**config.mk**
```make
export PLATFORM = sky130hd
export DESIGN_NAME = universal_shift_reg
export DESIGN_NICKNAME = d
export VERILOG_FILES = /design/src/rtl/universal_shift_reg_pkg.sv /design/src/rtl/universal_shift_reg_shift_unit.sv /design/src/rtl/universal_shift_reg.sv
export SDC_FILE = /design/constraint.sdc
export NUM_CORES = 1
export LEC_CHECK = 0
export CAP_MARGIN = 20
export CORE_MARGIN = 5
export CORE_UTILIZATION = 30
export CTS_CLUSTER_SIZE = 40
export DETAILED_ROUTE_END_ITERATION = 10
export PLACE_DENSITY = 0.56
export SYNTH_ARGS = -nofsm -noshare
export SYNTH_HDL_FRONTEND = slang
export SYNTH_SLANG_ARGS = --single-unit
```
**constraint.sdc**
```tcl
create_clock -name i_clk -period 3.9 [get_ports i_clk]
set_clock_uncertainty 0.2 [all_clocks]
set_input_delay 0.585 -clock i_clk [delete_from_list [all_inputs] [get_ports i_clk]]
set_output_delay 0.585 -clock i_clk [all_outputs]
set_load 0.1 [all_outputs]
```
**src/rtl/universal_shift_reg_pkg.sv**
```systemverilog
// Shared definitions for the universal shift register: command encodings,
// FSM state type and a small decode helper.
package universal_shift_reg_pkg;

  localparam logic [2:0] MODE_HOLD = 3'd0;
  localparam logic [2:0] MODE_LOAD = 3'd1;
  localparam logic [2:0] MODE_SHL  = 3'd2;
  localparam logic [2:0] MODE_SHR  = 3'd3;
  localparam logic [2:0] MODE_ROL  = 3'd4;
  localparam logic [2:0] MODE_ROR  = 3'd5;
  localparam logic [2:0] MODE_SHLN = 3'd6;
  localparam logic [2:0] MODE_SHRN = 3'd7;

  typedef enum logic {
    ST_IDLE  = 1'b0,
    ST_SHIFT = 1'b1
  } state_e;

  function automatic logic is_multi(input logic [2:0] mode);
    return (mode == MODE_SHLN) || (mode == MODE_SHRN);
  endfunction

endpackage

```
**src/rtl/universal_shift_reg_shift_unit.sv**
```systemverilog
// Combinational one-step shifter: next register value and next serial-out bit
// for a given command. Non-shifting commands pass q and sout through.
module universal_shift_reg_shift_unit #(
  parameter int WIDTH = 7
) (
  input  logic [WIDTH-1:0] i_q,
  input  logic             i_sout,
  input  logic [2:0]       i_mode,
  input  logic             i_sin,
  output logic [WIDTH-1:0] o_q,
  output logic             o_sout
);
  import universal_shift_reg_pkg::*;

  always_comb begin
    o_q    = i_q;
    o_sout = i_sout;
    case (i_mode)
      MODE_SHL: begin
        o_q    = {i_q[WIDTH-2:0], i_sin};
        o_sout = i_q[WIDTH-1];
      end
      MODE_SHR: begin
        o_q    = {i_sin, i_q[WIDTH-1:1]};
        o_sout = i_q[0];
      end
      MODE_ROL: begin
        o_q    = {i_q[WIDTH-2:0], i_q[WIDTH-1]};
        o_sout = i_q[WIDTH-1];
      end
      MODE_ROR: begin
        o_q    = {i_q[0], i_q[WIDTH-1:1]};
        o_sout = i_q[0];
      end
      MODE_SHLN: begin
        o_q    = {i_q[WIDTH-2:0], 1'b0};
        o_sout = i_q[WIDTH-1];
      end
      MODE_SHRN: begin
        o_q    = {1'b0, i_q[WIDTH-1:1]};
        o_sout = i_q[0];
      end
      default: ;
    endcase
  end

endmodule

```
**src/rtl/universal_shift_reg.sv**
```systemverilog
// WIDTH-bit register with load, single-bit shift/rotate and multi-cycle shift-by-N.
// state | meaning:  ST_IDLE | accepts commands ;  ST_SHIFT | SHLN/SHRN in progress
module universal_shift_reg #(
  parameter  int WIDTH = 7,
  localparam int SW    = $clog2(WIDTH + 1)
) (
  input  logic             i_clk,
  input  logic             i_reset,
  input  logic             i_en,
  input  logic [2:0]       i_mode,
  input  logic [WIDTH-1:0] i_d,
  input  logic             i_sin,
  input  logic [SW-1:0]    i_shamt,
  output logic [WIDTH-1:0] o_q,
  output logic             o_sout,
  output logic             o_busy,
  output logic             o_done
);
  import universal_shift_reg_pkg::*;

  state_e           r_state, w_state_nxt;
  logic [WIDTH-1:0] r_q, w_q_sh;
  logic             r_sout, w_sout_sh;
  logic             r_done;
  logic             r_dir;
  logic [SW-1:0]    r_cnt, w_n;
  logic [2:0]       w_op;
  logic             w_accept, w_multi;

  assign w_n      = (i_shamt > SW'(WIDTH)) ? SW'(WIDTH) : i_shamt;
  assign w_accept = (r_state == ST_IDLE) && i_en && (i_mode != MODE_HOLD);
  assign w_multi  = is_multi(i_mode);
  // While shifting, the latched direction replaces the (ignored) mode input.
  assign w_op     = (r_state == ST_SHIFT) ? (r_dir ? MODE_SHRN : MODE_SHLN) : i_mode;

  universal_shift_reg_shift_unit #(.WIDTH(WIDTH)) u_shift (
    .i_q    (r_q),
    .i_sout (r_sout),
    .i_mode (w_op),
    .i_sin  (i_sin),
    .o_q    (w_q_sh),
    .o_sout (w_sout_sh)
  );

  always_ff @(posedge i_clk) begin
    if (!i_reset) r_state <= ST_IDLE;
    else          r_state <= w_state_nxt;
  end

  always_comb begin
    w_state_nxt = r_state;
    case (r_state)
      ST_IDLE:  if (w_accept && w_multi && (w_n > SW'(1))) w_state_nxt = ST_SHIFT;
      ST_SHIFT: if (r_cnt == SW'(1)) w_state_nxt = ST_IDLE;
      default:  w_state_nxt = ST_IDLE;
    endcase
  end

  always_comb begin
    o_busy = (r_state == ST_SHIFT);
  end

  always_ff @(posedge i_clk) begin
    if (!i_reset) begin
      r_q    <= '0;
      r_sout <= 1'b0;
      r_done <= 1'b0;
      r_dir  <= 1'b0;
      r_cnt  <= '0;
    end else begin
      r_done <= 1'b0;
      if (r_state == ST_SHIFT) begin
        r_q    <= w_q_sh;
        r_sout <= w_sout_sh;
        r_cnt  <= r_cnt - SW'(1);
        if (r_cnt == SW'(1)) r_done <= 1'b1;
      end else if (w_accept) begin
        if (i_mode == MODE_LOAD) begin
          r_q <= i_d;
        end else if (w_multi) begin
          r_dir <= (i_mode == MODE_SHRN);
          if (w_n != '0) begin
            r_q    <= w_q_sh;
            r_sout <= w_sout_sh;
          end
          // n of 0 or 1 completes on the acceptance edge.
          if (w_n <= SW'(1)) r_done <= 1'b1;
          else               r_cnt  <= w_n - SW'(1);
        end else begin
          r_q    <= w_q_sh;
          r_sout <= w_sout_sh;
        end
      end
    end
  end

  assign o_q    = r_q;
  assign o_sout = r_sout;
  assign o_done = r_done;

endmodule

```
## Yosys cells after proc, flatten, opt, wreduce, memory -nomap -nowiden

Index checks and enable logic that the tools add are counted.

| word-level totals | value |
|---|---|
| word-level logic and storage cells | 71 |
| output and inout bits | 10 |
| register bits | 14 |

| cells by class | value |
|---|---|
| magnitude comparators | 3 |
| equal/unequal tests | 14 |
| reduce and logical (&&, ||, !) cells | 15 |
| add/subtract/negate cells | 2 |
| multiplexer cells | 29 |
| bitwise operators | 2 |

Operators with widths:

| cell | count |
|---|---|
| $pmux W7 S6 | 1 |
| $mux W7 | 5 |
| $mux W3 | 7 |
| $eq A3 B3 Y1 const B | 6 |
| $mux W1 | 14 |
| $reduce_and A4 Y1 | 2 |
| $eq A3 B1 Y1 const B | 2 |
| $eq A3 B2 Y1 const B | 2 |
| $reduce_bool A3 Y1 | 2 |
| $reduce_or A3 Y1 | 2 |
| $sub A3 B1 Y3 const B | 2 |
| $logic_and A1 B1 Y1 | 4 |
| $ne A2 B2 Y1 const B | 2 |
| $ne A4 B2 Y1 const B | 1 |
| $pmux W1 S2 | 2 |
| $reduce_bool A2 Y1 | 2 |
| $gt A3 B1 Y1 const B | 1 |
| $gt A3 B3 Y1 const B | 1 |
| $le A3 B1 Y1 const B | 1 |
| $ne A3 B2 Y1 const B | 1 |
| $reduce_and A3 Y1 | 1 |
| $not A1 Y1 | 2 |
| $reduce_and A2 Y1 | 1 |
| $logic_or A1 B1 Y1 | 1 |

## Longest topological paths before layout

| logic depth | value |
|---|---|
| depth in word-level cells | 10 |
| depth in mapped cells | 6 |
| mapped depth without buffers | 6 |

## By module

From an unflattened synthesis, not the netlist that was laid out.

| second synthesis, totals | value |
|---|---|
| cell total of the unflattened synthesis | 126 |
| area total of the unflattened synthesis | 1,084.8 um^2 |

Modules (own cells, without submodules):

| module | instances | cells an instance | area each (um^2) | seq. area each (um^2) |
|---|---|---|---|---|
| universal_shift_reg | 1 | 91 | 818.3 | 280.3 |
| universal_shift_reg_shift_unit | 1 | 35 | 266.5 | 0.0 |

## Worst setup path after synthesis

OpenSTA, ideal clock, no wires.

| path | value |
|---|---|
| path type | register to register |
| from | reg r_state, in the netlist o_busy |
| to | reg r_q[1], in the netlist o_q[1] |
| slack | 1.715 ns |
| data required time | 3.613 ns |
| cell stages (with the launch flop) | 6 |
| clock period less this slack | 2.185 ns |
| setup time | 0.087 ns |
| data arrival time | 1.897 ns |
| cell sequence | dfxtp_1 -> buf_6 -> nor2_1 -> a21oi_1 -> o22ai_1 -> o31ai_1 |

| on the way | value |
|---|---|
| longest elaborated chain between the ends | 8 |
| elaborated cells between the ends (all ways) | 19 |
| classes of those cells | eq/ne (7); mux (7); bitwise (1); reduce/logical (4) |

RTL lines:

| what | line | RTL |
|---|---|---|
| start, declared | universal_shift_reg.sv:21 | `state_e r_state, w_state_nxt;` |
| start signal, assigned | universal_shift_reg.sv:47 | `else r_state <= w_state_nxt;` |
| $mux W3 | universal_shift_reg.sv:34 | `assign w_op = (r_state == ST_SHIFT) ? (r_dir ? MODE_SHRN : MODE_SHLN) : i_mode;` |
| $eq A3 B3 Y1 / $eq A3 B2 Y1 (equally long branches) | universal_shift_reg_shift_unit.sv:18 | `case (i_mode)` |
| $pmux W7 S6 | universal_shift_reg_shift_unit.sv:18 |  |
| $mux W7 | universal_shift_reg.sv:82 | `if (w_n != '0) begin` |
| $mux W7 | universal_shift_reg.sv:80 | `end else if (w_multi) begin` |
| $mux W7 | universal_shift_reg.sv:78 | `if (i_mode == MODE_LOAD) begin` |
| $mux W7 | universal_shift_reg.sv:77 | `end else if (w_accept) begin` |
| $mux W7 | universal_shift_reg.sv:72 | `if (r_state == ST_SHIFT) begin` |
| end signal, assigned | universal_shift_reg.sv:73 | `r_q <= w_q_sh;` |
| end signal, assigned | universal_shift_reg.sv:79 | `r_q <= i_d;` |
| end signal, assigned | universal_shift_reg.sv:83 | `r_q <= w_q_sh;` |
| end, declared | universal_shift_reg.sv:22 | `logic [WIDTH-1:0] r_q, w_q_sh;` |

Parallel ways exist; a longest one is shown, timed or not. The select of a mux whose other input is x is not followed.
A chain may end at the register's enable or synchronous reset.

## Worst setup path after layout

| path | value |
|---|---|
| from | reg r_q[0], in the netlist o_q[0] |
| to | out o_q[0] |

RTL lines:

| what | line | RTL |
|---|---|---|
| end, declared | universal_shift_reg.sv:14 | `output logic [WIDTH-1:0] o_q,` |

No word-level cell between the ends.

==> flow_summary.ini <==
[synthesis]
synth_fa_ha_area_frac = 0.07153
netlist.area_leader.share = 0.3205
synth_nets = 126
synthXorXnorAreaFrac = 0.01001
ys_ff_latch = 14
synth_compound_area_frac = 0.2847
synth_top_family_by_area = compound AO/OA/AOI/OAI gates
synthCells = 104
ys_seq_area_frac = 0.3205
netlist_area_um2 = 874.6
yosys_warnings = 0
ys_types = 33
yosys.area.top_type = dfxtp_1
avgSynthCellArea_um2 = 8.410
synth_mux_area_frac = 0.03433
yosys.area_share.simple = 0.2232
yosys-top-cells-area = dfxtp_1, ha_1, o31ai_1, nor2_1, nand2_1

[clock_tree]
clock-sinks = 14
htree_levels = 1
cts_setup_buffers = 0
clockBufferDepth = 2
cts_buffers = 3
clk_latency_ns = 0.29
cts_tree = done
clk_pin_slew_ns = 0.10
cts_root_buffer = clkbuf_4
hold_buffers = 0
cts_resized = 0

[global_routing]
gr-total-overflow = 0
grt_pass1_wl_um = 3912
grt_usage = 0.1188
antenna_found_initial = 0
grt_pass1_vias = 833
grt_max_degree = 21

[power]
comb_power_share = 0.343
power-per-cell-area_mw_per_mm2 = 356.7
power_leakage_nw = 0.4417
finalPower_w = 0.0004253
p_clk_frac = 0.265
ir_worst_vdd_uv = 157.7
swShare = 0.3854
seqPwrFrac = 0.392
p_int_w = 0.0002614
netSwitchingPower_w = 0.0001639

[setup_path]
critPathMaxStageDelay_ns = 1.18
path_class = flop to output port
path_buf_inv = 1
path_delay_family = buffers and inverters
cp-start-kind = flop
endpoint_kind = output port
required_ns = 3.12
cp_slowest_cell = clkdlybuf4s50_1
cp_max_fo = 6
crit_chain = clkdlybuf4s50_1
crit_arrival_ns = 1.93

[timing]
rsz0062_at_grt = no
final-max-slew-violation-count = 0
setup-violations-final = 0
timing.fmax_mhz = 368.3
maxSlewHeadroom = 0.3506
setup_ws_ns = 1.185
hold_viol = 0
finalSetupTns_ns = 0
period_needed_ns = 2.715
tightest_slew_ns = 0.9711
fin_crit_sh = 0.6963

[place]
io_buffers = 26
gp_congestion = 0.7685
pre_cts_ws_ns = 1.390
dp_hpwl_um = 1858

[finish]
diodes = 0
drive_gt1_frac = 0.09848
layout_commonest_cell = clkdlybuf4s50_1
nFillCells = 288
final_cell_mix = clkdlybuf4s50_1, dfxtp_1, nor2_1, nand2_1, inv_1
area_growth_pct = 36.34
nets = 155

[floorplan]
core_mm2 = 0.002781
die_w_um = 64.00
rows = 19
pin_count = 27
dieArea_mm2 = 0.004095
start_util = 0.3144
dieHeight_um = 64.00

[run_status]
status = complete, no violations

[drt]
drcViolationCount = 0
via_per_inst = 5.534
ant_nets = 0
wl_um = 2351
num_vias = 902
dr.pass1.iters = 4
wire_per_inst_um = 14.42
drt_iter0_markers = 33

[run]
cap_violations = 0

[min_path]
hold_class = flop to flop
[state kept, by name (all words and copies together) (netlist names)]
register and flops:
o_busy 1, o_done 1, o_q 7, o_sout 1
r_cnt 3, r_dir 1
[power groups by stage]
stage / clock [W] / combinational [W] / sequential [W]
2_1_floorplan: 0 / 0.0000497 / 0.000219
3_3_place_gp: 0 / 0.000145 / 0.000170
3_5_place_dp: 0 / 0.000146 / 0.000170
4_1_cts: 0.000114 / 0.000146 / 0.000167
5_1_grt: 0.000121 / 0.000155 / 0.000169
6_report: 0.000113 / 0.000146 / 0.000167
[logic make-up (layout without fill, tap and decap cells)]
group | after synthesis | in the layout
xor+xnor | 1 | 1
flops | 14 | 14
fa+ha+maj | 5 | 5
buf+inv | 11 | 39
mux | 3 | 3
simple gates | 38 | 38
compound gates | 32 | 32
[layout make-up]
| class | instances | area (um2) | area share |
|---|---|---|---|
| repair buffers | 26 | 257.7 | 0.2162 |
| well taps | 31 | 38.79 | 0.03253 |
| multi-input cells | 79 | 545.5 | 0.4575 |
| inverters | 9 | 33.78 | 0.02833 |
| flip-flops and latches | 14 | 280.3 | 0.2350 |
| clock buffers | 4 | 36.28 | 0.03043 |
[synthesized netlist by cell type]
cell type	number
a21oi_1	5
a221oi_1	1
a22o_1	1
a22oi_2	1
a311oi_4	1
a31o_2	1
a32oi_1	2
and3_1	1
and4b_2	1
buf_6	1
clkbuf_1	1
dfxtp_1	14
ha_1	5
inv_1	9
mux2i_1	3
nand2_1	10
nand2b_1	2
nand3_1	2
nand3b_1	2
nand4b_1	2
nor2_1	13
nor2b_1	1
nor3_1	1
o21ai_0	4
o21ai_2	2
o21ba_2	1
o22ai_1	5
o31ai_1	7
o32a_1	1
or2_1	1
or3_4	1
or4_1	1
xnor2_1	1
[path summary, 6_finish.rpt]
kind | depth (start not counted) | endpoint | slack, ns | start
max | 1 | o_q[0] | 1.18 | o_q[0]
min | 2 | o_q[2] | 0.30 | o_q[2]
max reg2reg | 4 | o_q[5] | 1.79 | o_busy
min reg2reg | 2 | o_q[2] | 0.30 | o_q[2]
[through the flow]
stage	area, um2	hold slack [ns]	utilization	std cells
5_1_grt	1192	0.3352	0.4287	163
3_3_place_gp	1156	0.2891	0.4157	159
4_1_cts	1192	0.3052	0.4287	163
3_5_place_dp	1156	0.2904	0.4157	159
6_report	1192	0.3004	0.4287	163
2_1_floorplan	874.6	0.2664	-	104
[metal layers]
layer  share of wire  GRT usage  wire length, um
met2            0.47     0.1834             1094
met4          0.0094    0.05455               22
met1            0.46     0.1543             1085
met3           0.063    0.02977              149
met5               0          0                0
Note: power is estimated with default switching activity, not from simulation.
==> variant (same flow settings) <==
`WIDTH` is set to 7 in 2 places; all go to 14.
--- a/src/rtl/universal_shift_reg_shift_unit.sv
+++ b/src/rtl/universal_shift_reg_shift_unit.sv
@@ -2,5 +2,5 @@
 // for a given command. Non-shifting commands pass q and sout through.
 module universal_shift_reg_shift_unit #(
-  parameter int WIDTH = 7
+  parameter int WIDTH = 14
 ) (
   input  logic [WIDTH-1:0] i_q,
--- a/src/rtl/universal_shift_reg.sv
+++ b/src/rtl/universal_shift_reg.sv
@@ -2,5 +2,5 @@
 // state | meaning:  ST_IDLE | accepts commands ;  ST_SHIFT | SHLN/SHRN in progress
 module universal_shift_reg #(
-  parameter  int WIDTH = 7,
+  parameter  int WIDTH = 14,
   localparam int SW    = $clog2(WIDTH + 1)
 ) (
Interface: changed (resized i_d, i_shamt and o_q); port bits go from 27 to 42. The function was not compared with the original's and may differ.
==> variant against the original RTL <==
- sequential cell count is 8 higher
- core utilization down 0.62 points
- largest power group unchanged
- worst setup slack worse by 220 ps
- synthesized area up 51%
- routed wire length up 55%
- critical path depth did not move
- final area up 52%
- count of clock-buffer cells in the layout fell by 1
- power rose by 70%
- global-route usage grew 0.53 points
- final cell count increased by 53%
==> variant: results (changes against the original RTL) <==
stage,metric,value,unit,change
finish,share of cells above drive strength 1,7.58,%,was 9.85%
global_route,largest net degree at the start of global routing,16,,was 21
global_route,first-pass GRT wire length,6120,um,was 3910 um
critical_path,CP Max Fanout,15,,was 6
placed_design,hpwl dp,2740,um,was 1860 um
power_and_ir_drop,Worst VDD drop,0.000180,V,was 0.000158 V
finish,Fill cells,433,,was 288
critical_path,Critical R2R Capture,o_q[2]$_SDFFE_PN0P_,,was o_q[5]$_SDFFE_PN0P_
min_path,hold_sp,r_cnt[3]$_SDFFE_PN0P_,,was o_q[2]$_SDFFE_PN0P_
power_and_ir_drop,P_leak,0.630,nW,was 0.442 nW
clock_tree,Clock Latency Late Sink,260,ps,was 290 ps
yosys,Post-Syn Instances,161,,was 104
global_route,GRT Total Usage,12.4,%,was 11.9%
critical_path,r2r setup slk,1570,ps,was 1790 ps
route,average wire per standard cell,14.5,um,was 14.4 um
route,vias,1343,,was 902
yosys,Synth top cells by count,"dfxtp_1, inv_1, nor2_1",,"was dfxtp_1, nor2_1, nand2_1"
clock_tree,clk buf depth,2,,unchanged
placed_design,Placer Congestion,0.740,,was 0.769
yosys,Synth cell types,40,,was 33
timing,Least-Margin Pin Slew,982,ps,was 971 ps
placed_design,IO Port Bufs,41,,was 26
clock_tree,CTS root buffer,clkbuf_8,,was clkbuf_4
status,status,completed,,unchanged
critical_path,worst reg2reg path depth,4,,unchanged
critical_path,critical path arrival,2150,ps,was 1930 ps
placed_design,dpl cells,246,,was 159
yosys,syn nets,188,,was 126
yosys,sequential fraction of the synthesis area,33.5,%,was 32.0%
finish,Final #Nets,226,,was 155
route,via/cell ratio,5.37,,was 5.53
min_path,worst hold endpoint,r_cnt[3]$_SDFFE_PN0P_,,was o_q[2]$_SDFFE_PN0P_
route,initial drt markers,66,,was 33
yosys,largest cells by area after synthesis,"dfxtp_1, o32ai_2, o22ai_1",,"was dfxtp_1, ha_1, o31ai_1"
clock_tree,clock slew at reported path FFs,80,ps,was 100 ps
finish,max reg flops,14,,was 7
timing,hold_ws,285,ps,was 300 ps
critical_path,slowest cell delay on critical path,1230,ps,was 1180 ps
variant: cells by family after synthesis:
kind of cell	share of synthesized area [%]
DFF	33.5
muxes	1.52
AOI/OAI and AO/OA	34.6
and+or+nand+nor	17.9
adders and majority gates	1.90
xor gates and xnor gates	0.666
buffers and inverters	9.98
variant: area by class of cell:
class	count	area share, %
clock buffer	3	2.28
clock inverter	1	1.66
inverter	20	4.14
multi-input combinational	110	41.0
sequential	22	24.3
tap	52	3.59
timing repair buffer	42	23.0
variant: worst max-delay path by stage:
| stage | slack (ps) | startpoint | cells past startpoint | endpoint |
|---|---|---|---|---|
| after floorplan | 1410 | o_busy$_SDFF_PN0_ | 6 | o_q[10]$_SDFFE_PN0P_ |
| after global placement | 1080 | i_mode[1] | 5 | o_q[2]$_SDFFE_PN0P_ |
| after detailed placement | 1010 | i_mode[1] | 5 | o_q[2]$_SDFFE_PN0P_ |
| after CTS | 960 | o_busy$_SDFF_PN0_ | 1 | o_busy |
| after global routing | 870 | o_busy$_SDFF_PN0_ | 1 | o_busy |
| final | 970 | o_busy$_SDFF_PN0_ | 1 | o_busy |
variant: where the power goes:
| part | switching (mW) | internal (mW) |
|---|---|---|
| logic | 0.163 | 0.0817 |
| registers | 0.0205 | 0.242 |
| clock network | 0.0789 | 0.137 |
| total | 0.263 | 0.461 |
variant: per-stage QoR:
| stage | instance area (um^2) | utilization, % | setup WS (ps) |
|---|---|---|---|
| 3_3_place_gp | 1740 | 40.6 | 1080 |
| 6_report | 1810 | 42.2 | 967 |
| 2_1_floorplan | 1320 | - | 1410 |
| 4_1_cts | 1810 | 42.2 | 963 |
| 5_1_grt | 1810 | 42.2 | 867 |
| 3_5_place_dp | 1740 | 40.6 | 1010 |
variant: layer usage:
layer	vias up	share of wire (%)	GRT usage, %
met1	632	46	15.6
met4	0	1.2	3.15
met2	33	49	20.9
li1	672	-	-
met5	-	0	0
met3	6	4.4	3.43
